### config.mk
export PLATFORM = sky130hd
export DESIGN_NAME = combat_referee_flat
export DESIGN_NICKNAME = d
export VERILOG_FILES = /design/src/rtl/combat_pkg.sv /design/src/rtl/combat_if.sv /design/src/rtl/fighter_status.sv /design/src/rtl/combat_referee.sv /design/src/flat_wrapper.sv
export SDC_FILE = /design/constraint.sdc
export NUM_CORES = 1
export LEC_CHECK = 0
export BUFFER_PORTS_ARGS = -buffer_cell sky130_fd_sc_hd__buf_2
export CAP_MARGIN = 20
export CORE_MARGIN = 4
export CORE_UTILIZATION = 55
export CTS_BUF_LIST = sky130_fd_sc_hd__clkbuf_8
export DETAILED_ROUTE_END_ITERATION = 10
export GPL_TIMING_DRIVEN = 0
export HOLD_SLACK_MARGIN = 0.05
export PLACE_DENSITY_LB_ADDON = 0.25
export RECOVER_POWER = 25
export SLEW_MARGIN = 20
export SYNTH_ARGS = -nofsm -noshare
export SYNTH_HDL_FRONTEND = slang
export SYNTH_HIERARCHICAL = 1
export SYNTH_SLANG_ARGS = --single-unit
### constraint.sdc
create_clock -name clk -period 4.6 [get_ports clk]
set_input_delay 0.23 -clock clk [delete_from_list [all_inputs] [get_ports clk]]
set_output_delay 0.23 -clock clk [all_outputs]
set_load 0.02 [all_outputs]
### src/rtl/combat_pkg.sv
// Shared types for the combat referee.
// Holds the round phase and winner encodings, the HUD flag bundle and a
// counter-width helper used to size the internal counters.
package combat_pkg;

  localparam int unsigned TIMER_W = 8;
  localparam int unsigned WINS_W  = 2;

  typedef enum logic [1:0] {
    PH_IDLE       = 2'd0,
    PH_FIGHT      = 2'd1,
    PH_ROUND_END  = 2'd2,
    PH_MATCH_OVER = 2'd3
  } phase_e;

  typedef enum logic [1:0] {
    WIN_NONE = 2'd0,
    WIN_P1   = 2'd1,
    WIN_P2   = 2'd2,
    WIN_DRAW = 2'd3
  } winner_e;

  // Per-frame flags consumed by the HUD
  typedef struct packed {
    logic stunned1;
    logic stunned2;
    logic hit_pulse1;
    logic hit_pulse2;
    logic block_pulse1;
    logic block_pulse2;
  } hud_flags_t;

  // Bits needed to hold values 0..max_val (at least one bit)
  function automatic int unsigned cnt_w(input int unsigned max_val);
    return (max_val < 2) ? 1 : 32'($clog2(max_val + 1));
  endfunction

endpackage

### src/rtl/combat_if.sv
// Bus between the character/hitbox logic, the referee and the HUD.
// master: game logic side, drives frame_tick/start/hit_req*/block* and reads
//         the status outputs.
// slave : referee side, reads the requests and drives health, guard, stun,
//         timer, wins, phase, winner and the hit/block pulses.
interface combat_if #(
  parameter int unsigned HP_W = 4
) ();

  logic            frame_tick;
  logic            start;
  logic            hit_req1;
  logic            hit_req2;
  logic            block1;
  logic            block2;

  logic [HP_W-1:0] health1;
  logic [HP_W-1:0] health2;
  logic [HP_W-1:0] guard1;
  logic [HP_W-1:0] guard2;
  logic            stunned1;
  logic            stunned2;
  logic [7:0]      timer;
  logic [1:0]      wins1;
  logic [1:0]      wins2;
  logic [1:0]      phase;
  logic [1:0]      winner;
  logic            hit_pulse1;
  logic            hit_pulse2;
  logic            block_pulse1;
  logic            block_pulse2;

  modport master (
    output frame_tick, start, hit_req1, hit_req2, block1, block2,
    input  health1, health2, guard1, guard2, stunned1, stunned2, timer,
           wins1, wins2, phase, winner, hit_pulse1, hit_pulse2,
           block_pulse1, block_pulse2
  );

  modport slave (
    input  frame_tick, start, hit_req1, hit_req2, block1, block2,
    output health1, health2, guard1, guard2, stunned1, stunned2, timer,
           wins1, wins2, phase, winner, hit_pulse1, hit_pulse2,
           block_pulse1, block_pulse2
  );

endinterface

### src/rtl/fighter_status.sv
// Health, guard, stun and guard-regen state for one player.
// Ports: clk, rst (sync, active high); i_load reloads the round values;
// i_tick is a frame tick while fighting; i_hit is the opponent's overlap
// request; i_block is this player holding back. Outputs the registered
// health/guard/stunned/pulses plus o_health_nxt_c, the post-tick health
// used by the round-end check.
module fighter_status
  import combat_pkg::*;
#(
  parameter int unsigned HEALTH_MAX         = 3,
  parameter int unsigned GUARD_MAX          = 3,
  parameter int unsigned HP_W               = 4,
  parameter int unsigned HITSTUN_FRAMES     = 10,
  parameter int unsigned BLOCKSTUN_FRAMES   = 5,
  parameter int unsigned GUARD_REGEN_FRAMES = 90
) (
  input  logic            clk,
  input  logic            rst,
  input  logic            i_load,
  input  logic            i_tick,
  input  logic            i_hit,
  input  logic            i_block,
  output logic [HP_W-1:0] o_health,
  output logic [HP_W-1:0] o_guard,
  output logic            o_stunned,
  output logic            o_hit_pulse,
  output logic            o_block_pulse,
  output logic [HP_W-1:0] o_health_nxt_c
);

  localparam int unsigned STUN_MAX = (HITSTUN_FRAMES > BLOCKSTUN_FRAMES) ?
                                     HITSTUN_FRAMES : BLOCKSTUN_FRAMES;
  localparam int unsigned ST_W = cnt_w(STUN_MAX);
  localparam int unsigned RG_W = cnt_w(GUARD_REGEN_FRAMES - 1);

  logic [HP_W-1:0] r_health, w_health_nxt;
  logic [HP_W-1:0] r_guard,  w_guard_nxt;
  logic [ST_W-1:0] r_stun,   w_stun_nxt;
  logic [RG_W-1:0] r_regen,  w_regen_nxt;
  logic            r_stunned;
  logic            r_hit_pulse,   w_hit_pulse_nxt;
  logic            r_block_pulse, w_block_pulse_nxt;
  logic            w_block_taken;

  // State registers
  always_ff @(posedge clk) begin
    if (rst) begin
      r_health      <= HP_W'(HEALTH_MAX);
      r_guard       <= HP_W'(GUARD_MAX);
      r_stun        <= '0;
      r_regen       <= '0;
      r_stunned     <= 1'b0;
      r_hit_pulse   <= 1'b0;
      r_block_pulse <= 1'b0;
    end else begin
      r_health      <= w_health_nxt;
      r_guard       <= w_guard_nxt;
      r_stun        <= w_stun_nxt;
      r_regen       <= w_regen_nxt;
      r_stunned     <= (w_stun_nxt != '0);
      r_hit_pulse   <= w_hit_pulse_nxt;
      r_block_pulse <= w_block_pulse_nxt;
    end
  end

  // Per-tick combat resolution, all decisions on start-of-tick values
  always_comb begin
    w_health_nxt      = r_health;
    w_guard_nxt       = r_guard;
    w_stun_nxt        = r_stun;
    w_regen_nxt       = r_regen;
    w_hit_pulse_nxt   = 1'b0;
    w_block_pulse_nxt = 1'b0;
    w_block_taken     = 1'b0;
    if (i_load) begin
      w_health_nxt = HP_W'(HEALTH_MAX);
      w_guard_nxt  = HP_W'(GUARD_MAX);
      w_stun_nxt   = '0;
      w_regen_nxt  = '0;
    end else if (i_tick) begin
      if (r_stun != '0) begin
        w_stun_nxt = r_stun - ST_W'(1);
      end
      // A stunned defender is immune to new hits
      if (i_hit && (r_stun == '0)) begin
        if (i_block && (r_guard != '0)) begin
          w_guard_nxt       = r_guard - HP_W'(1);
          w_stun_nxt        = ST_W'(BLOCKSTUN_FRAMES);
          w_block_pulse_nxt = 1'b1;
          w_block_taken     = 1'b1;
        end else begin
          if (r_health != '0) begin
            w_health_nxt = r_health - HP_W'(1);
          end
          w_stun_nxt      = ST_W'(HITSTUN_FRAMES);
          w_hit_pulse_nxt = 1'b1;
        end
      end
      // Regen counts only while idle below the ceiling; spending guard restarts it
      if (w_block_taken || (r_guard == HP_W'(GUARD_MAX))) begin
        w_regen_nxt = '0;
      end else if (r_stun == '0) begin
        if (r_regen == RG_W'(GUARD_REGEN_FRAMES - 1)) begin
          w_guard_nxt = r_guard + HP_W'(1);
          w_regen_nxt = '0;
        end else begin
          w_regen_nxt = r_regen + RG_W'(1);
        end
      end
    end
  end

  assign o_health       = r_health;
  assign o_guard        = r_guard;
  assign o_stunned      = r_stunned;
  assign o_hit_pulse    = r_hit_pulse;
  assign o_block_pulse  = r_block_pulse;
  assign o_health_nxt_c = w_health_nxt;

endmodule

### src/rtl/combat_referee.sv
// Two-player combat referee: round timer, round/match FSM, win counters and
// winner logic around two fighter_status instances.
// Ports: clk, rst (sync, active high) and bus (combat_if slave) carrying the
// frame tick, start, hit/block requests and all HUD-facing status outputs.
module combat_referee
  import combat_pkg::*;
#(
  parameter int unsigned HEALTH_MAX         = 3,
  parameter int unsigned GUARD_MAX          = 3,
  parameter int unsigned HP_W               = 4,
  parameter int unsigned HITSTUN_FRAMES     = 10,
  parameter int unsigned BLOCKSTUN_FRAMES   = 5,
  parameter int unsigned GUARD_REGEN_FRAMES = 90,
  parameter int unsigned FRAMES_PER_SEC     = 60,
  parameter int unsigned ROUND_SECONDS      = 99,
  parameter int unsigned ROUNDS_TO_WIN      = 2,
  parameter int unsigned ROUND_END_FRAMES   = 120
) (
  input logic     clk,
  input logic     rst,
  combat_if.slave bus
);

  localparam int unsigned FR_W = cnt_w(FRAMES_PER_SEC - 1);
  localparam int unsigned PZ_W = cnt_w(ROUND_END_FRAMES - 1);

  phase_e             r_phase,  w_phase_nxt;
  winner_e            r_winner, w_winner_nxt, w_round_winner;
  logic [TIMER_W-1:0] r_timer,  w_timer_nxt;
  logic [FR_W-1:0]    r_frame,  w_frame_nxt;
  logic [PZ_W-1:0]    r_pause,  w_pause_nxt;
  logic [WINS_W-1:0]  r_wins1,  w_wins1_nxt;
  logic [WINS_W-1:0]  r_wins2,  w_wins2_nxt;
  logic               w_load;
  logic               w_fight_tick;
  logic               w_ko1, w_ko2, w_round_over;
  logic [HP_W-1:0]    w_health1, w_health2, w_guard1, w_guard2;
  logic [HP_W-1:0]    w_health1_nxt, w_health2_nxt;
  logic               w_stunned1, w_stunned2;
  logic               w_hit_pulse1, w_hit_pulse2, w_block_pulse1, w_block_pulse2;
  hud_flags_t         w_flags;

  assign w_fight_tick = bus.frame_tick && (r_phase == PH_FIGHT);

  // Player 1 defends against P2's requests, and vice versa
  fighter_status #(
    .HEALTH_MAX(HEALTH_MAX), .GUARD_MAX(GUARD_MAX), .HP_W(HP_W),
    .HITSTUN_FRAMES(HITSTUN_FRAMES), .BLOCKSTUN_FRAMES(BLOCKSTUN_FRAMES),
    .GUARD_REGEN_FRAMES(GUARD_REGEN_FRAMES)
  ) u_p1 (
    .clk(clk), .rst(rst), .i_load(w_load), .i_tick(w_fight_tick),
    .i_hit(bus.hit_req2), .i_block(bus.block1),
    .o_health(w_health1), .o_guard(w_guard1), .o_stunned(w_stunned1),
    .o_hit_pulse(w_hit_pulse1), .o_block_pulse(w_block_pulse1),
    .o_health_nxt_c(w_health1_nxt)
  );

  fighter_status #(
    .HEALTH_MAX(HEALTH_MAX), .GUARD_MAX(GUARD_MAX), .HP_W(HP_W),
    .HITSTUN_FRAMES(HITSTUN_FRAMES), .BLOCKSTUN_FRAMES(BLOCKSTUN_FRAMES),
    .GUARD_REGEN_FRAMES(GUARD_REGEN_FRAMES)
  ) u_p2 (
    .clk(clk), .rst(rst), .i_load(w_load), .i_tick(w_fight_tick),
    .i_hit(bus.hit_req1), .i_block(bus.block2),
    .o_health(w_health2), .o_guard(w_guard2), .o_stunned(w_stunned2),
    .o_hit_pulse(w_hit_pulse2), .o_block_pulse(w_block_pulse2),
    .o_health_nxt_c(w_health2_nxt)
  );

  // Round/match state and timer registers
  always_ff @(posedge clk) begin
    if (rst) begin
      r_phase  <= PH_IDLE;
      r_winner <= WIN_NONE;
      r_timer  <= TIMER_W'(ROUND_SECONDS);
      r_frame  <= '0;
      r_pause  <= '0;
      r_wins1  <= '0;
      r_wins2  <= '0;
    end else begin
      r_phase  <= w_phase_nxt;
      r_winner <= w_winner_nxt;
      r_timer  <= w_timer_nxt;
      r_frame  <= w_frame_nxt;
      r_pause  <= w_pause_nxt;
      r_wins1  <= w_wins1_nxt;
      r_wins2  <= w_wins2_nxt;
    end
  end

  // Next-state: timer, round-end judgement and match progression
  always_comb begin
    w_phase_nxt    = r_phase;
    w_winner_nxt   = r_winner;
    w_timer_nxt    = r_timer;
    w_frame_nxt    = r_frame;
    w_pause_nxt    = r_pause;
    w_wins1_nxt    = r_wins1;
    w_wins2_nxt    = r_wins2;
    w_load         = 1'b0;
    w_ko1          = 1'b0;
    w_ko2          = 1'b0;
    w_round_over   = 1'b0;
    w_round_winner = WIN_NONE;
    case (r_phase)
      PH_IDLE: begin
        if (bus.start) begin
          w_load      = 1'b1;
          w_phase_nxt = PH_FIGHT;
        end
      end
      PH_FIGHT: begin
        if (bus.frame_tick) begin
          if (r_frame == FR_W'(FRAMES_PER_SEC - 1)) begin
            w_frame_nxt = '0;
            if (r_timer != '0) begin
              w_timer_nxt = r_timer - TIMER_W'(1);
            end
          end else begin
            w_frame_nxt = r_frame + FR_W'(1);
          end
          // Judged on the values this tick produces
          w_ko1        = (w_health1_nxt == '0);
          w_ko2        = (w_health2_nxt == '0);
          w_round_over = w_ko1 || w_ko2 || (w_timer_nxt == '0);
          if (w_round_over) begin
            if (w_ko1 && w_ko2)                    w_round_winner = WIN_DRAW;
            else if (w_ko1)                        w_round_winner = WIN_P2;
            else if (w_ko2)                        w_round_winner = WIN_P1;
            else if (w_health1_nxt > w_health2_nxt) w_round_winner = WIN_P1;
            else if (w_health2_nxt > w_health1_nxt) w_round_winner = WIN_P2;
            else                                   w_round_winner = WIN_DRAW;
            if (w_round_winner == WIN_P1) w_wins1_nxt = r_wins1 + WINS_W'(1);
            if (w_round_winner == WIN_P2) w_wins2_nxt = r_wins2 + WINS_W'(1);
            w_winner_nxt = w_round_winner;
            w_phase_nxt  = PH_ROUND_END;
          end
        end
      end
      PH_ROUND_END: begin
        if (bus.frame_tick) begin
          if (r_pause == PZ_W'(ROUND_END_FRAMES - 1)) begin
            w_pause_nxt = '0;
            if ((r_wins1 == WINS_W'(ROUNDS_TO_WIN)) ||
                (r_wins2 == WINS_W'(ROUNDS_TO_WIN))) begin
              w_phase_nxt  = PH_MATCH_OVER;
              w_winner_nxt = (r_wins1 == WINS_W'(ROUNDS_TO_WIN)) ? WIN_P1 : WIN_P2;
            end else begin
              w_load      = 1'b1;
              w_phase_nxt = PH_FIGHT;
            end
          end else begin
            w_pause_nxt = r_pause + PZ_W'(1);
          end
        end
      end
      PH_MATCH_OVER: begin
        if (bus.start) begin
          w_wins1_nxt  = '0;
          w_wins2_nxt  = '0;
          w_winner_nxt = WIN_NONE;
          w_load       = 1'b1;
          w_phase_nxt  = PH_FIGHT;
        end
      end
    endcase
    // Round load restarts the clock alongside the fighters
    if (w_load) begin
      w_timer_nxt = TIMER_W'(ROUND_SECONDS);
      w_frame_nxt = '0;
    end
  end

  assign w_flags = '{stunned1: w_stunned1, stunned2: w_stunned2,
                     hit_pulse1: w_hit_pulse1, hit_pulse2: w_hit_pulse2,
                     block_pulse1: w_block_pulse1, block_pulse2: w_block_pulse2};

  assign bus.health1      = w_health1;
  assign bus.health2      = w_health2;
  assign bus.guard1       = w_guard1;
  assign bus.guard2       = w_guard2;
  assign bus.stunned1     = w_flags.stunned1;
  assign bus.stunned2     = w_flags.stunned2;
  assign bus.hit_pulse1   = w_flags.hit_pulse1;
  assign bus.hit_pulse2   = w_flags.hit_pulse2;
  assign bus.block_pulse1 = w_flags.block_pulse1;
  assign bus.block_pulse2 = w_flags.block_pulse2;
  assign bus.timer        = r_timer;
  assign bus.wins1        = r_wins1;
  assign bus.wins2        = r_wins2;
  assign bus.phase        = r_phase;
  assign bus.winner       = r_winner;

endmodule

### src/flat_wrapper.sv
// flat-port wrapper written by rule: the top's interface ports become plain ports
module combat_referee_flat import combat_pkg::*;
#(
  parameter int unsigned HEALTH_MAX         = 3,
  parameter int unsigned GUARD_MAX          = 3,
  parameter int unsigned HP_W               = 4,
  parameter int unsigned HITSTUN_FRAMES     = 10,
  parameter int unsigned BLOCKSTUN_FRAMES   = 5,
  parameter int unsigned GUARD_REGEN_FRAMES = 90,
  parameter int unsigned FRAMES_PER_SEC     = 60,
  parameter int unsigned ROUND_SECONDS      = 99,
  parameter int unsigned ROUNDS_TO_WIN      = 2,
  parameter int unsigned ROUND_END_FRAMES   = 120
)
  (clk, rst, bus_frame_tick, bus_start, bus_hit_req1, bus_hit_req2, bus_block1, bus_block2, bus_health1, bus_health2, bus_guard1, bus_guard2, bus_stunned1, bus_stunned2, bus_timer, bus_wins1, bus_wins2, bus_phase, bus_winner, bus_hit_pulse1, bus_hit_pulse2, bus_block_pulse1, bus_block_pulse2);
  combat_if #(.HP_W(HP_W)) bus_i ();
  input logic clk;
  input logic rst;
  input wire logic [$bits(bus_i.frame_tick)-1:0] bus_frame_tick;
  input wire logic [$bits(bus_i.start)-1:0] bus_start;
  input wire logic [$bits(bus_i.hit_req1)-1:0] bus_hit_req1;
  input wire logic [$bits(bus_i.hit_req2)-1:0] bus_hit_req2;
  input wire logic [$bits(bus_i.block1)-1:0] bus_block1;
  input wire logic [$bits(bus_i.block2)-1:0] bus_block2;
  output wire logic [$bits(bus_i.health1)-1:0] bus_health1;
  output wire logic [$bits(bus_i.health2)-1:0] bus_health2;
  output wire logic [$bits(bus_i.guard1)-1:0] bus_guard1;
  output wire logic [$bits(bus_i.guard2)-1:0] bus_guard2;
  output wire logic [$bits(bus_i.stunned1)-1:0] bus_stunned1;
  output wire logic [$bits(bus_i.stunned2)-1:0] bus_stunned2;
  output wire logic [$bits(bus_i.timer)-1:0] bus_timer;
  output wire logic [$bits(bus_i.wins1)-1:0] bus_wins1;
  output wire logic [$bits(bus_i.wins2)-1:0] bus_wins2;
  output wire logic [$bits(bus_i.phase)-1:0] bus_phase;
  output wire logic [$bits(bus_i.winner)-1:0] bus_winner;
  output wire logic [$bits(bus_i.hit_pulse1)-1:0] bus_hit_pulse1;
  output wire logic [$bits(bus_i.hit_pulse2)-1:0] bus_hit_pulse2;
  output wire logic [$bits(bus_i.block_pulse1)-1:0] bus_block_pulse1;
  output wire logic [$bits(bus_i.block_pulse2)-1:0] bus_block_pulse2;
  assign bus_i.frame_tick = bus_frame_tick;
  assign bus_i.start = bus_start;
  assign bus_i.hit_req1 = bus_hit_req1;
  assign bus_i.hit_req2 = bus_hit_req2;
  assign bus_i.block1 = bus_block1;
  assign bus_i.block2 = bus_block2;
  assign bus_health1 = bus_i.health1;
  assign bus_health2 = bus_i.health2;
  assign bus_guard1 = bus_i.guard1;
  assign bus_guard2 = bus_i.guard2;
  assign bus_stunned1 = bus_i.stunned1;
  assign bus_stunned2 = bus_i.stunned2;
  assign bus_timer = bus_i.timer;
  assign bus_wins1 = bus_i.wins1;
  assign bus_wins2 = bus_i.wins2;
  assign bus_phase = bus_i.phase;
  assign bus_winner = bus_i.winner;
  assign bus_hit_pulse1 = bus_i.hit_pulse1;
  assign bus_hit_pulse2 = bus_i.hit_pulse2;
  assign bus_block_pulse1 = bus_i.block_pulse1;
  assign bus_block_pulse2 = bus_i.block_pulse2;
  combat_referee #(.HEALTH_MAX(HEALTH_MAX), .GUARD_MAX(GUARD_MAX), .HP_W(HP_W), .HITSTUN_FRAMES(HITSTUN_FRAMES), .BLOCKSTUN_FRAMES(BLOCKSTUN_FRAMES), .GUARD_REGEN_FRAMES(GUARD_REGEN_FRAMES), .FRAMES_PER_SEC(FRAMES_PER_SEC), .ROUND_SECONDS(ROUND_SECONDS), .ROUNDS_TO_WIN(ROUNDS_TO_WIN), .ROUND_END_FRAMES(ROUND_END_FRAMES)) u_core (.clk(clk), .rst(rst), .bus(bus_i));
endmodule
# Word-level counts from Yosys, hierarchy flattened
# Cells that the tools add are included.
# word_totals
mem_bits_rw	0
latch_bits	0
mem_count	0
reg_bits	73
romBits	0
elab_cells	194
# op_classes
n_mul	0
n_shift	0
magnitude_cmp	2
addsub	15
reduce_logical	43
bitwise	3
div_mod_pow	0
mux	88
n_eq_ne	22
# op_table
op	n
two-way mux 4 bit	30
two-way mux 2 bit	26
two-way mux 7 bit	7
two-way mux 8 bit	4
nonzero test 4 bit	8
subtractor 4 x 1 -> 4 bit (second input constant)	6
adder 7 x 1 -> 7 bit (second input constant)	3
equality test 7 bit (second input constant)	3
logical NOT 4 bit	4
two-way mux 1 bit	15
AND reduction 5 bit	3
inequality test 2 bit (second input constant)	6
one-hot mux 2 bit (3 select lines)	2
equality test 2 bit (second input constant)	5
adder 4 x 1 -> 4 bit (second input constant)	2
equality test 4 x 2 -> 1 bit (second input constant)	2
> comparator 4 bit	2
logical NOT 8 bit	1
one-hot mux 2 bit (2 select lines)	2
AND reduction 2 bit	4
nonzero test 8 bit	1
OR reduction 4 bit	2
subtractor 8 x 1 -> 8 bit (second input constant)	1
AND reduction 7 bit	1
15 further kinds	33

# Logic depth before layout (Yosys ltp)
# Gate-level depths: netlist (run 1).
# depth
depth_word	21
mapped_depth	19
mapped_depth_nobuf	17

# Cells and area by module
# The synthesis (run 1) kept the hierarchy.
# modules_own_cells
mod	cells_per_inst	area_each_um2	instances
fighter_status	151	1288.7	2
combat_referee	239	1915.6	1

# Worst setup path after synthesis (run 1)
# OpenSTA, ideal clock, no wires.
# synth_timing
path_type	register to register
from	reg u_core.r_phase[0], in the netlist u_core/bus.phase[0]
to	reg u_core.r_wins2[0], in the netlist u_core/bus.wins2[0]
t_arrival_ns	3.670
required_ns	4.477
path_stages_with_launch	17
setup_ns	0.123
setup_slack_ns	0.806
cell_sequence	dfxtp_1 -> ha_1 -> nand2_1 -> inv_2 -> clkbuf_1 -> buf_2 -> o211ai_1 -> nor2_1 -> mux2_2 -> nand2b_1 -> inv_1 -> ha_1 -> a2111oi_0 -> o31ai_1 -> a31oi_1 -> a211oi_2 -> mux2_1
# synth_via
elab_chain_len	16
word_cells_on_any_way	34
cone_classes	2 x order compare; 8 x eq/ne; 14 x mux; 10 x reduce/logical
# synth_rtl
element	line_no	rtl
start, declared	combat_referee.sv:27	phase_e r_phase, w_phase_nxt;
start signal, assigned	combat_referee.sv:81	r_phase <= w_phase_nxt;
equality test 2 x 1 -> 1 bit *	combat_referee.sv:43	assign w_fight_tick = bus.frame_tick && (r_phase == PH_FIGHT);
logical AND 1 bit *	combat_referee.sv:43	
via u_core.w_fight_tick	combat_referee.sv:35	logic w_fight_tick;
two-way mux 4 bit *	fighter_status.sv:80	end else if (i_tick) begin
two-way mux 4 bit *	fighter_status.sv:75	if (i_load) begin
via u_core.w_health1_nxt[1]	combat_referee.sv:38	logic [HP_W-1:0] w_health1_nxt, w_health2_nxt;
> comparator 4 bit	combat_referee.sv:131	else if (w_health2_nxt > w_health1_nxt) w_round_winner = WIN_P2;
two-way mux 1 bit	combat_referee.sv:131	
(+2 left out)	-	
two-way mux 2 bit	combat_referee.sv:128	else if (w_ko1) w_round_winner = WIN_P2;
two-way mux 2 bit	combat_referee.sv:127	if (w_ko1 && w_ko2) w_round_winner = WIN_DRAW;
two-way mux 2 bit	combat_referee.sv:126	if (w_round_over) begin
two-way mux 2 bit	combat_referee.sv:113	if (bus.frame_tick) begin
two-way mux 2 bit	combat_referee.sv:105	case (r_phase)
equality test 2 bit	combat_referee.sv:134	if (w_round_winner == WIN_P2) w_wins2_nxt = r_wins2 + WINS_W'(1);
inequality test 2 bit (no source line)	-	
AND reduction 5 bit (no source line) *	-	
end signal, assigned	combat_referee.sv:87	r_wins2 <= w_wins2_nxt;
end, declared	combat_referee.sv:33	logic [WINS_W-1:0] r_wins2, w_wins2_nxt;
# Mark *: on every way through the listed nets, which the timed path passes. The rest lies on a longest branch. The select of a mux whose other input is x is not followed.
# A chain may end at the register's enable or synchronous reset.

# Final worst setup path (run 1)
# layout_timing
from	reg u_core.r_phase[1], in the netlist u_core/bus.phase[1]
to	reg u_core.r_phase[0], in the netlist u_core/bus.phase[0]
# layout_via
elab_chain_len	9
word_cells_on_any_way	22
cone_classes	8 x eq/ne; 6 x mux; 8 x reduce/logical
# layout_rtl
element	line_no	rtl
equality test 2 x 1 -> 1 bit	combat_referee.sv:43	
logical AND 1 bit	combat_referee.sv:43	
via u_core.w_fight_tick	combat_referee.sv:35	
two-way mux 4 bit	fighter_status.sv:80	
two-way mux 4 bit	fighter_status.sv:75	
via u_core.w_health2_nxt[2]	combat_referee.sv:38	
logical NOT 4 bit	combat_referee.sv:124	w_ko2 = (w_health2_nxt == '0);
logical OR 1 bit (2 in series)	combat_referee.sv:125	w_round_over = w_ko1 || w_ko2 || (w_timer_nxt == '0);
inequality test 2 bit (no source line)	-	
AND reduction 5 bit (no source line)	-	
# The timed path passes the listed nets, and every way through them passes these cells.

==> reports/metrics.yaml, run 1 <==
hp-class: "in -> reg"
power_w: 0.00178
dp_hpwl_mm: 7.43
critPathCaptureType: "flop"
hold_viol: 0
synth_nets: 574
areaGrowthSynthToFinish_pct: 11.1
dieArea_um2: 9680
grt_pass1_wl_mm: 17.4
rsz0062_at_grt: "no"
synth.area.top_cells: "dfxtp_1 (33%), ha_1 (7.0%), nor2_1 (4.5%), nand2_1 (3.6%), inv_1 (3.1%)"
antenna_found_initial: 0
hold_buffers: 0
worstPathMaxFanout: 11
finalClockSkew_ps: 7.30
path_cells: "inv_1 > ha_2 > nand2_1 > inv_2 > clkbuf_2 > buf_2 > clkbuf_1 > nand4_1 > a21oi_1 > nor2_1 > or4_1 > and3_1 > a221oi_2 > mux2_1"
drc: 0
port_buffers: 45
place_ws_ps: 249
async_reset_ff_frac: 0
n_antenna_cell: 0
arrival_ps: 4320
rr_endpoint: "u_core/bus.phase[0]"
row_count: 32
die_x_um: 98.4
p_clk_frac: 0.253
vias: 4090
synth_warnings: 6
finalSetupViolations: 0
slowest_delay_ps: 590
whs_ps: 187
insertion_delay_ps: 340
setup_ws_ps: 519
ios: 46
rrSetupSlack_ps: 520
syn_avg_cell_area_um2: 8.31
grt_max_degree: 14
p_comb_frac: 0.342
grt_usage: 0.210
cts_max_level: 3
setup_tns_ps: 0
synth_top_area_share: 0.325
powerDensity_nw_per_um2: 356
slew-limit-headroom: 0.534
holdCritStartpoint: "bus_frame_tick"
synthCells: 541
whs_endpoint: "u_core/r_pause[1]"
period_share: 0.887
drive_gt1_frac: 0.141
cts_tree: "yes"
grt_pass1_vias: 3949
nets: 630
yosysTopAreaCell: "dfxtp_1"
period_minus_slack_ps: 4080
drt-total-wl_mm: 10.1
worst_pin_slew_ps: 696
ys_seq_elements: 73
initial_core_util: 0.573
cts-root-buf: "clkbuf_8"
worstHoldPathCells: 3
power.switching_w: 0.000675
synth-edff-count: 0
cpMaxStageDelayCell: "or4_1"
path_delay_family: "simple AND/OR/NAND/NOR gates"
core_um2: 7850
r2r_start: "u_core/bus.phase[1]"
max_freq_ghz: 0.245
vdd_drop_max_v: 0.000216
crit_required_ps: 4830
maxCapViolCount: 0
overflow: 0
routed_via_density: 5.81
ys.flop_type: "dfxtp_1"
yosys.cell_types.count: 63
post_drt_wl_per_cell_um: 14.4
p_int_w: 0.00110
outcome: "finished, final reports clean"
power_switching_share: 0.380
sequentialPowerShare: 0.404
gp_congestion: 0.882
die_h_um: 98.4
cts_made_buffers: 9
clockBufferDepth: 2
ant_nets: 0
crit_buf_inv: 5
p_leak_nw: 1.98
synth-seq-area-share: 0.325
drt_first_pass_iters: 6
dr.first_iter.drc_count: 155
slew_violations: 0
critical_path_class: "reg -> reg"
cts_sinks: 73
cts.reportedPaths.clkPinSlew_ps: 80
start_kind: "flop"
syn_area_um2: 4490
r2r.worst_path.cells: 14
==> worst max path at each step <==
stage	startpoint	to	cells past startpoint
after CTS	u_core/bus.phase[1]	u_core/bus.wins2[0]	17
after global routing	u_core/bus.phase[1]	u_core/bus.wins2[1]	17
after global placement	u_core/bus.phase[1]	u_core/bus.wins2[0]	17
after floorplan	u_core/bus.phase[0]	u_core/bus.wins2[0]	16
final	u_core/bus.phase[1]	u_core/bus.phase[0]	14
after detailed placement	u_core/bus.phase[1]	u_core/bus.wins2[0]	17
==> tightest hold or removal path: stages <==
cell and delay [ps]:
buf_2 130, nand3_1 70, a21oi_1 50
==> registers in the layout (all words and copies together) (netlist names), 2 cells and up <==
name,flops
u_core/bus.timer,8
u_core/r_pause,7
u_core/u_p1/r_regen,7
u_core/u_p2/r_regen,7
u_core/r_frame,6
u_core/u_p1/o_guard,4
u_core/u_p1/o_health,4
u_core/u_p1/r_stun,4
u_core/u_p2/o_guard,4
u_core/u_p2/o_health,4
u_core/u_p2/r_stun,4
u_core/bus.phase,2
u_core/bus.winner,2
u_core/bus.wins1,2
u_core/bus.wins2,2
==> final cells by class <==
type                       instances  area [µm²]
inverter                          38         143
clock buffer                       9         124
fill                             713        2860
buffer                            21         123
multi-input combinational        409        2780
tap                              102         128
sequential                        73        1460
timing repair buffer              45         191
clock inverter                     7        46.3
==> power by group through the flow <==
stage | clock [W] | combinational [W] | sequential, W
2_1_floorplan | 0 | 0.000432 | 0.000759
3_3_place_gp | 0 | 0.000589 | 0.000729
3_5_place_dp | 0 | 0.000606 | 0.000732
4_1_cts | 0.000462 | 0.000609 | 0.000717
5_1_grt | 0.000494 | 0.000669 | 0.000726
6_report | 0.000450 | 0.000608 | 0.000719
==> placed cells by master, fill, tap and decap left out, types with 4 or more instances in the layout <==
cell type / instances
dfxtp_1: 73
nor2_1: 54
nand2_1: 43
clkbuf_1: 37
inv_1: 37
a21oi_1: 25
nor3_1: 25
ha_1: 24
buf_2: 22
o21ai_0: 22
nand3_1: 19
nand4_1: 15
xor2_1: 11
xnor2_1: 11
clkbuf_8: 9
nor3b_1: 9
mux2i_1: 8
nor2b_1: 8
and3_1: 7
a31oi_1: 7
a211oi_1: 7
or3_1: 7
nand2b_1: 7
or4_1: 6
o211ai_1: 6
o21a_1: 5
a211o_1: 4
mux2_4: 4
mux2_1: 4
and4b_1: 4
buf_6: 4
or3b_4: 4
nand3b_1: 4
mux2_2: 4
==> per-stage QoR <==
stage | instances | cell area (µm²) | util
global placement | 688 | 4850 | 0.618
CTS | 704 | 5020 | 0.639
detailed placement | 688 | 4850 | 0.618
finish | 704 | 4990 | 0.636
global route | 704 | 4990 | 0.636
floorplan | 541 | 4490 | -
==> timing repair <==
item | CTS | global route
resized for setup | 0 | 4
buffers inserted | 0 | 0
setup endpoints to repair | 0 | 8
==> cells by family after synthesis <==
kind of cell,Yosys count,share of synthesized area
flops,73,0.325
compound gates,110,0.174
mux,20,0.0512
simple gates,232,0.278
xor+xnor,22,0.0429
buf+inv,59,0.0588
fa+ha+maj,25,0.0696
==> layer usage <==
layer  part of all wire  wire, µm  global-route usage  vias up
met5                  0         0                   0        -
met4              0.014       146              0.0809        0
met3              0.048       484              0.0321       16
met2               0.50      5020               0.362      103
met1               0.44      4470               0.264     1915
li1                   -         -                   -     2056
==> cells in the mapped netlist, drive strengths merged, types with 9 or more instances <==
| cell | count |
|---|---|
| a21oi | 25 |
| mux2 | 12 |
| o21ai | 24 |
| xor2 | 11 |
| buf | 10 |
| dfxtp | 73 |
| nor3 | 25 |
| ha | 25 |
| inv | 38 |
| xnor2 | 11 |
| nand4 | 15 |
| clkbuf | 11 |
| and3 | 9 |
| a211oi | 10 |
| nor2 | 54 |
| nand3 | 19 |
| nor3b | 9 |
| nand2 | 45 |
No activity file was read; power rests on OpenSTA's default activity.
==> inputs of run 2 (changes only) <==
--- a/config.mk
+++ b/config.mk
@@ -8,7 +8,7 @@
 export BUFFER_PORTS_ARGS = -buffer_cell sky130_fd_sc_hd__buf_2
 export CAP_MARGIN = 20
 export CORE_MARGIN = 4
-export CORE_UTILIZATION = 55
+export CORE_UTILIZATION = 60
 export CTS_BUF_LIST = sky130_fd_sc_hd__clkbuf_8
 export DETAILED_ROUTE_END_ITERATION = 10
 export GPL_TIMING_DRIVEN = 0
==> run 2 against run 1 <==
Compared with the run above:
- wire length up 0.86%
- combinational power about the same
- register-to-register slack worse by 150 ps
- final area up 0.93%
- global-route usage up 2.7 points
- clock skew up 0.97 ps
- final cell count down 0.43%
==> reports/metrics.yaml, run 2 (synthesis gave the netlist of run 1 again) <==
outcome: "finished, final reports clean"
dr.first_iter.drc_count: 165  # +6.5%
initial_core_util: 0.619  # +0.0469
period_share: 0.921  # +0.0335
setup_tns_ps: 0  # unchanged
crit_required_ps: 4840  # about the same
gp_congestion: 0.907  # +2.8%
largest_reg_flops: 8  # unchanged
place_area_um2: 4840  # about the same
rr_endpoint: "u_core/bus.wins2[0]"
routed_via_density: 5.78  # -0.46%
powerDensity_nw_per_um2: 379  # +6.3%
maxCapViolCount: 0  # unchanged
place_inst: 685  # -0.44%
cts_max_level: 3  # unchanged
layout.cells.non_filler: 701  # -0.43%
grt_max_degree: 14  # unchanged
vias: 4054  # -0.88%
ios: 46  # unchanged
core_um2: 7250  # -7.6%
die_h_um: 94.5  # -3.9%
drt_first_pass_iters: 5  # -1
r2r.worst_path.cells: 17  # +3
grt_usage: 0.238  # +0.0272
post-cts-setup-buffers: 0  # unchanged
insertion_delay_ps: 350  # about the same
critPathCaptureType: "flop"
rsz0062_at_grt: "no"
hold_buffers: 0  # unchanged
final_common_cell: "dfxtp_1"
postLayoutCellArea_um2: 5040  # +0.93%
worstPathMaxFanout: 11  # unchanged
p_comb_frac: 0.320  # -0.022
grt_pass1_vias: 3836  # -2.9%
dp_hpwl_mm: 7.43  # about the same
slew-limit-headroom: 0.493  # -0.0410
worstHoldPathCells: 3  # unchanged
rrSetupSlack_ps: 360  # -150 ps
cts_tree: "yes"
row_count: 31  # -3.1%
overflow: 0  # unchanged
power.switching_w: 0.000678  # +0.43%
nFillCells: 625  # -12%
drt-total-wl_mm: 10.2  # +0.86%
hold_viol: 0  # unchanged
whs_endpoint: "u_core/r_pause[1]"
post_drt_wl_per_cell_um: 14.6  # +1.3%
port_buffers: 45  # unchanged
hp-class: "in -> reg"
areaGrowthSynthToFinish_pct: 12.1
vdd_drop_max_v: 0.000278  # +29%
sequentialPowerShare: 0.377  # -0.027
cts-root-buf: "clkbuf_8"
grt_pass1_wl_mm: 17.2  # -0.67%
critical_path_class: "reg -> reg"
max_freq_ghz: 0.236  # -3.6%
final_cell_mix: "dfxtp_1 (73), nor2_1 (54), nand2_1 (43)"
cts_made_buffers: 9  # unchanged
holdCritStartpoint: "bus_frame_tick"
clockBufferDepth: 2  # unchanged
ant_nets: 0  # unchanged
dieArea_um2: 8940  # -7.7%
drive_gt1_frac: 0.140  # -0.00166
r2r_start: "u_core/bus.phase[1]"
worst_pin_slew_ps: 758  # +61.2 ps
whs_ps: 196  # +8.83 ps
cts_sinks: 73  # unchanged
antenna_found_initial: 0  # unchanged
start_kind: "flop"
p_int_w: 0.00123  # +12%
cts.reportedPaths.clkPinSlew_ps: 80  # about the same
die_x_um: 94.5  # -3.9%
nets: 630  # unchanged
drc: 0  # unchanged
n_antenna_cell: 0  # unchanged
p_clk_frac: 0.303  # +0.050
period_minus_slack_ps: 4240  # +154 ps
arrival_ps: 4470  # +150 ps
p_leak_nw: 2.02  # +1.8%
finalClockSkew_ps: 8.27  # +0.970 ps
finalSetupViolations: 0  # unchanged
power_switching_share: 0.356  # -0.0244
slew_violations: 0  # unchanged
-- run 2: routing by layer --
layer | vias up | track usage | part of all wire
met3 | 12 | 0.0319 | 0.039
met5 | - | 0 | 0
met4 | 0 | 0.0805 | 0.014
met2 | 83 | 0.423 | 0.50
li1 | 2059 | - | -
met1 | 1900 | 0.295 | 0.45
-- run 2: critical path, stage by stage, from the launching register on --
cell       delay, ps
dfxtp_1          350
inv_1             80
ha_1             320
nand2_1          250
inv_2            100
clkbuf_2         260
buf_2            280
o211ai_1         200
nor2_1           240
mux2_2           380
nand2b_1          90
inv_1             50
ha_1             320
a2111oi_0        420
o31ai_1          160
a31oi_1          240
a211oi_2          80
mux2_1           320
-- run 2: layout make-up --
type / count / area, µm² / area share
plain buffers: 21 / 123 / 0.0243
clock buffers: 10 / 138 / 0.0273
clock inverters: 6 / 90.1 / 0.0179
inverters: 38 / 143 / 0.0283
multi-input cells: 409 / 2770 / 0.549
flip-flops and latches: 73 / 1460 / 0.290
well taps: 99 / 124 / 0.0246
repair buffers: 45 / 193 / 0.0382
-- run 2: stage by stage --
| stage | setup slack [ps] | utilization | power (W) |
|---|---|---|---|
| 2_1_floorplan | 806 | - | 0.00119 |
| 3_3_place_gp | 355 | 0.668 | 0.00132 |
| 3_5_place_dp | 210 | 0.668 | 0.00133 |
| 4_1_cts | 184 | 0.699 | 0.00192 |
| 5_1_grt | 1.45 | 0.695 | 0.00201 |
| 6_report | 365 | 0.695 | 0.00191 |
-- run 2: timing repair --
action | CTS | global route
hold endpoints to repair | 0 | 0
resized for setup | 0 | 2
endpoints found under the setup margin | 0 | 8
-- run 2: worst max-delay path by stage --
stage / start / end / slack, ps / depth (start not counted)
after global placement: u_core/bus.phase[1] / u_core/bus.wins2[0] / 360 / 17
after global routing: u_core/bus.phase[0] / u_core/bus.wins2[1] / 1 / 16
after detailed placement: u_core/bus.phase[1] / u_core/bus.wins2[0] / 210 / 17
after floorplan: u_core/bus.phase[0] / u_core/bus.wins2[0] / 810 / 16
final: u_core/bus.phase[1] / u_core/bus.wins2[0] / 360 / 17
after CTS: u_core/bus.phase[1] / u_core/bus.wins2[0] / 180 / 17
-- run 2: power by group through the flow --
stage                     Combinational (W)  Clock (W)  Sequential (W)
after floorplan                    0.000432          0        0.000759
after global placement             0.000588          0        0.000728
after detailed placement           0.000602          0        0.000732
after CTS                          0.000608   0.000590        0.000717
after global routing               0.000667   0.000615        0.000725
final                              0.000610   0.000579        0.000719
==> inputs of run 3 (changes only) <==
--- a/config.mk
+++ b/config.mk
@@ -5,6 +5,7 @@
 export SDC_FILE = /design/constraint.sdc
 export NUM_CORES = 1
 export LEC_CHECK = 0
+export ABC_AREA = 1
 export BUFFER_PORTS_ARGS = -buffer_cell sky130_fd_sc_hd__buf_2
 export CAP_MARGIN = 20
 export CORE_MARGIN = 4
==> run 3 against run 2 <==
Compared with the run above:
- wire length rose by 1.3%
- setup slack better by 380 ps
- critical endpoint is now u_core/bus.wins1[0]
- largest cell class unchanged
- synthesized cell count grew 28%
- combinational power rose by 42%
- clock power fell by 13%
==> reports/metrics.yaml, run 3 <==
regArea_um2: 1460  # unchanged
synth_top_area_share: 0.311  # -0.0141
worstPathMaxFanout: 17  # +6
maxCapViolCount: 0  # unchanged
final_cell_mix: "nand2_1 (149), inv_1 (103), nor2_1 (80)"
slew-limit-headroom: 0.550  # +0.0567
vdd_drop_max_v: 0.000332  # +19%
p_leak_nw: 2.42  # +20%
start_kind: "flop"
post_drt_wl_per_cell_um: 12.2  # -17%
drive_gt1_frac: 0.126  # -0.0132
overflow: 0  # unchanged
row_count: 31  # unchanged
use_met1: 0.298  # +0.00294
die_x_um: 96.5  # +2.1%
cts_tree: "yes"
outcome: "finished, final reports clean"
synth_mux_area_frac: 0  # -0.0512
die_h_um: 96.5  # +2.1%
cts_made_buffers: 9  # unchanged
powerDensity_nw_per_um2: 408  # +7.8%
place_area_um2: 5050  # +4.2%
areaGrowthSynthToFinish_pct: 11.1
yosys.area_share.xor_xnor: 0.0317  # -0.0112
postLayoutCellArea_um2: 5220  # +3.6%
post-cts-setup-buffers: 0  # unchanged
synth-edff-count: 0  # unchanged
crit_required_ps: 4880  # +40 ps
nets: 780  # +24%
drt_first_pass_iters: 8  # +3
arrival_ps: 4130  # -340 ps
cts-root-buf: "clkbuf_8"
dieArea_um2: 9310  # +4.1%
final_common_cell: "nand2_1"
nFillCells: 633  # +1.3%
yosysMostFrequentCell: "nand2_1"
ant_nets: 0  # unchanged
cts_sinks: 73  # unchanged
synth_nets: 724  # +26%
core_um2: 7450  # +2.7%
hold_viol: 0  # unchanged
grt_usage: 0.235  # -0.00209
cts.repair.resized: 0  # unchanged
period_minus_slack_ps: 3850  # -384 ps
setup_ws_ps: 749  # +384 ps
hp-class: "in -> reg"
clockBufferDepth: 2  # unchanged
ys.flop_type: "dfxtp_1"
port_buffers: 45  # unchanged
synth_simple_gate_area_frac: 0.401  # +0.122
ys_seq_elements: 73  # unchanged
cts.reportedPaths.clkPinSlew_ps: 80  # about the same
place_ws_ps: 431  # +221 ps
drt-total-wl_mm: 10.3  # +1.3%
grt.met2_usage: 0.399  # -0.0237
largest_reg_flops: 8  # unchanged
multi_input_area_um2: 2790  # +0.68%
grt_max_degree: 18  # +4
antenna_found_initial: 0  # unchanged
finalClockSkew_ps: 12.0  # +3.70 ps
synth_top_family_by_area: "simple AND/OR/NAND/NOR gates"
yosys-top-cells-count: "nand2_1 (149), inv_1 (103), nor2_1 (80)"
critPathCaptureType: "flop"
vias: 4547  # +12%
gr-usage-met3: 0.0534  # +0.0216
period_share: 0.837  # -0.0834
worst_pin_slew_ps: 673  # -84.7 ps
synth-seq-area-share: 0.311  # -0.0141
insertion_delay_ps: 350  # about the same
hold_buffers: 0  # unchanged
yosys.cell_types.count: 36  # -43%
synth.area.top_cells: "dfxtp_1 (31%), nand2_1 (12%), inv_1 (8.2%), nand3_1 (7.4%), ha_1 (6.7%)"
syn_area_um2: 4700  # +4.5%
ios: 46  # unchanged
grt_pass1_wl_mm: 17.6  # +2.3%
grt_pass1_vias: 4134  # +7.8%
synth_compound_area_frac: 0.0943  # -0.0797
n_antenna_cell: 0  # unchanged
routed_via_density: 5.34  # -7.6%
critical_path_class: "reg -> reg"
r2r.worst_path.cells: 18  # +1
dp_hpwl_mm: 7.69  # +3.5%
synthCells: 691  # +28%
worstHoldPathCells: 3  # unchanged
finalSetupViolations: 0  # unchanged
drc: 0  # unchanged
rsz0062_at_grt: "no"
slew_violations: 0  # unchanged
initial_core_util: 0.631  # +0.0113
cts_max_level: 3  # unchanged
dr.first_iter.drc_count: 250  # +52%
synth_warnings: 6  # unchanged
async_reset_ff_frac: 0  # unchanged
max_freq_ghz: 0.260  # +10%
setup_tns_ps: 0  # unchanged
yosysTopAreaCell: "dfxtp_1"
synthAdderAreaFrac: 0.0666  # -0.00302
gp_congestion: 0.902  # -0.54%
top_usage_layer: "met2"
syn_avg_cell_area_um2: 6.80  # -18%
-- run 3: cell types whose count changed after synthesis, moves of 8 or more --
cell     before  now
nand2_1      43  149
a21oi_1      25   35
nand3_1      19   69
nor2b_1       8    0
nor2_4        0    9
nor2_2        0   10
nor2_1       54   80
mux2i_1       8    0
inv_1        37  103
nand2_2       2   13
-- run 3: critical path: stages, from the launching register on --
cell	delay, ps
dfxtp_1	410
ha_1	330
nand2_1	230
inv_1	170
clkbuf_2	430
inv_1	270
nor2_2	230
nand2_2	110
o211ai_1	310
ha_1	310
a21oi_1	150
o21ai_0	110
nand2_1	80
nand2_1	60
o22ai_1	220
nand3_4	120
nand2_1	70
nand2_1	50
nor2_1	90
-- run 3: per-stage QoR --
stage               total power [W]  hold WS [ps]   util  cells
finish                      0.00213           198  0.701    851
global route                0.00229           170  0.701    851
CTS                         0.00215           176  0.705    851
detailed placement          0.00163           440  0.678    835
global placement            0.00160           430  0.678    835
floorplan                   0.00142           299      -    691
-- run 3: layout make-up --
type	instances	area share
buffer	7	0.00959
multi-input combinational	505	0.534
clock buffer	11	0.0290
tap	99	0.0237
clock inverter	5	0.0103
timing repair buffer	45	0.0367
sequential	73	0.280
inverter	106	0.0767
-- run 3: cell families after synthesis --
| group | count (synthesis) |
|---|---|
| AO/OA/AOI/OAI | 75 |
| XOR/XNOR | 17 |
| adder cells (fa/ha/maj) | 25 |
| buffers and inverters | 113 |
| flip-flops | 73 |
| AND/OR/NAND/NOR | 388 |
-- run 3: power by group --
part | internal (W) | leakage, nW | total, W | switching (W)
clock | 0.000278 | 0.109 | 0.000506 | 0.000228
combinational | 0.000269 | 1.72 | 0.000868 | 0.000600
sequential | 0.000698 | 0.591 | 0.000756 | 0.0000578
total | 0.00124 | 2.42 | 0.00213 | 0.000885
-- run 3: worst paths after layout --
kind                          startpoint                   endpoint  slack, ps
setup / recovery     u_core/bus.phase[0]        u_core/bus.wins1[0]        750
hold / removal                bus_block2  u_core/u_p2/o_block_pulse        200
setup reg to reg     u_core/bus.phase[0]        u_core/bus.wins1[0]        750
hold reg to reg   u_core/u_p2/r_regen[4]     u_core/u_p2/r_regen[4]        450
-- run 3: per-layer routing --
| layer | up-vias | wire length, µm |
|---|---|---|
| met5 | - | 0 |
| met2 | 144 | 4940 |
| li1 | 2327 | - |
| met4 | 0 | 55 |
| met1 | 2070 | 4760 |
| met3 | 6 | 588 |
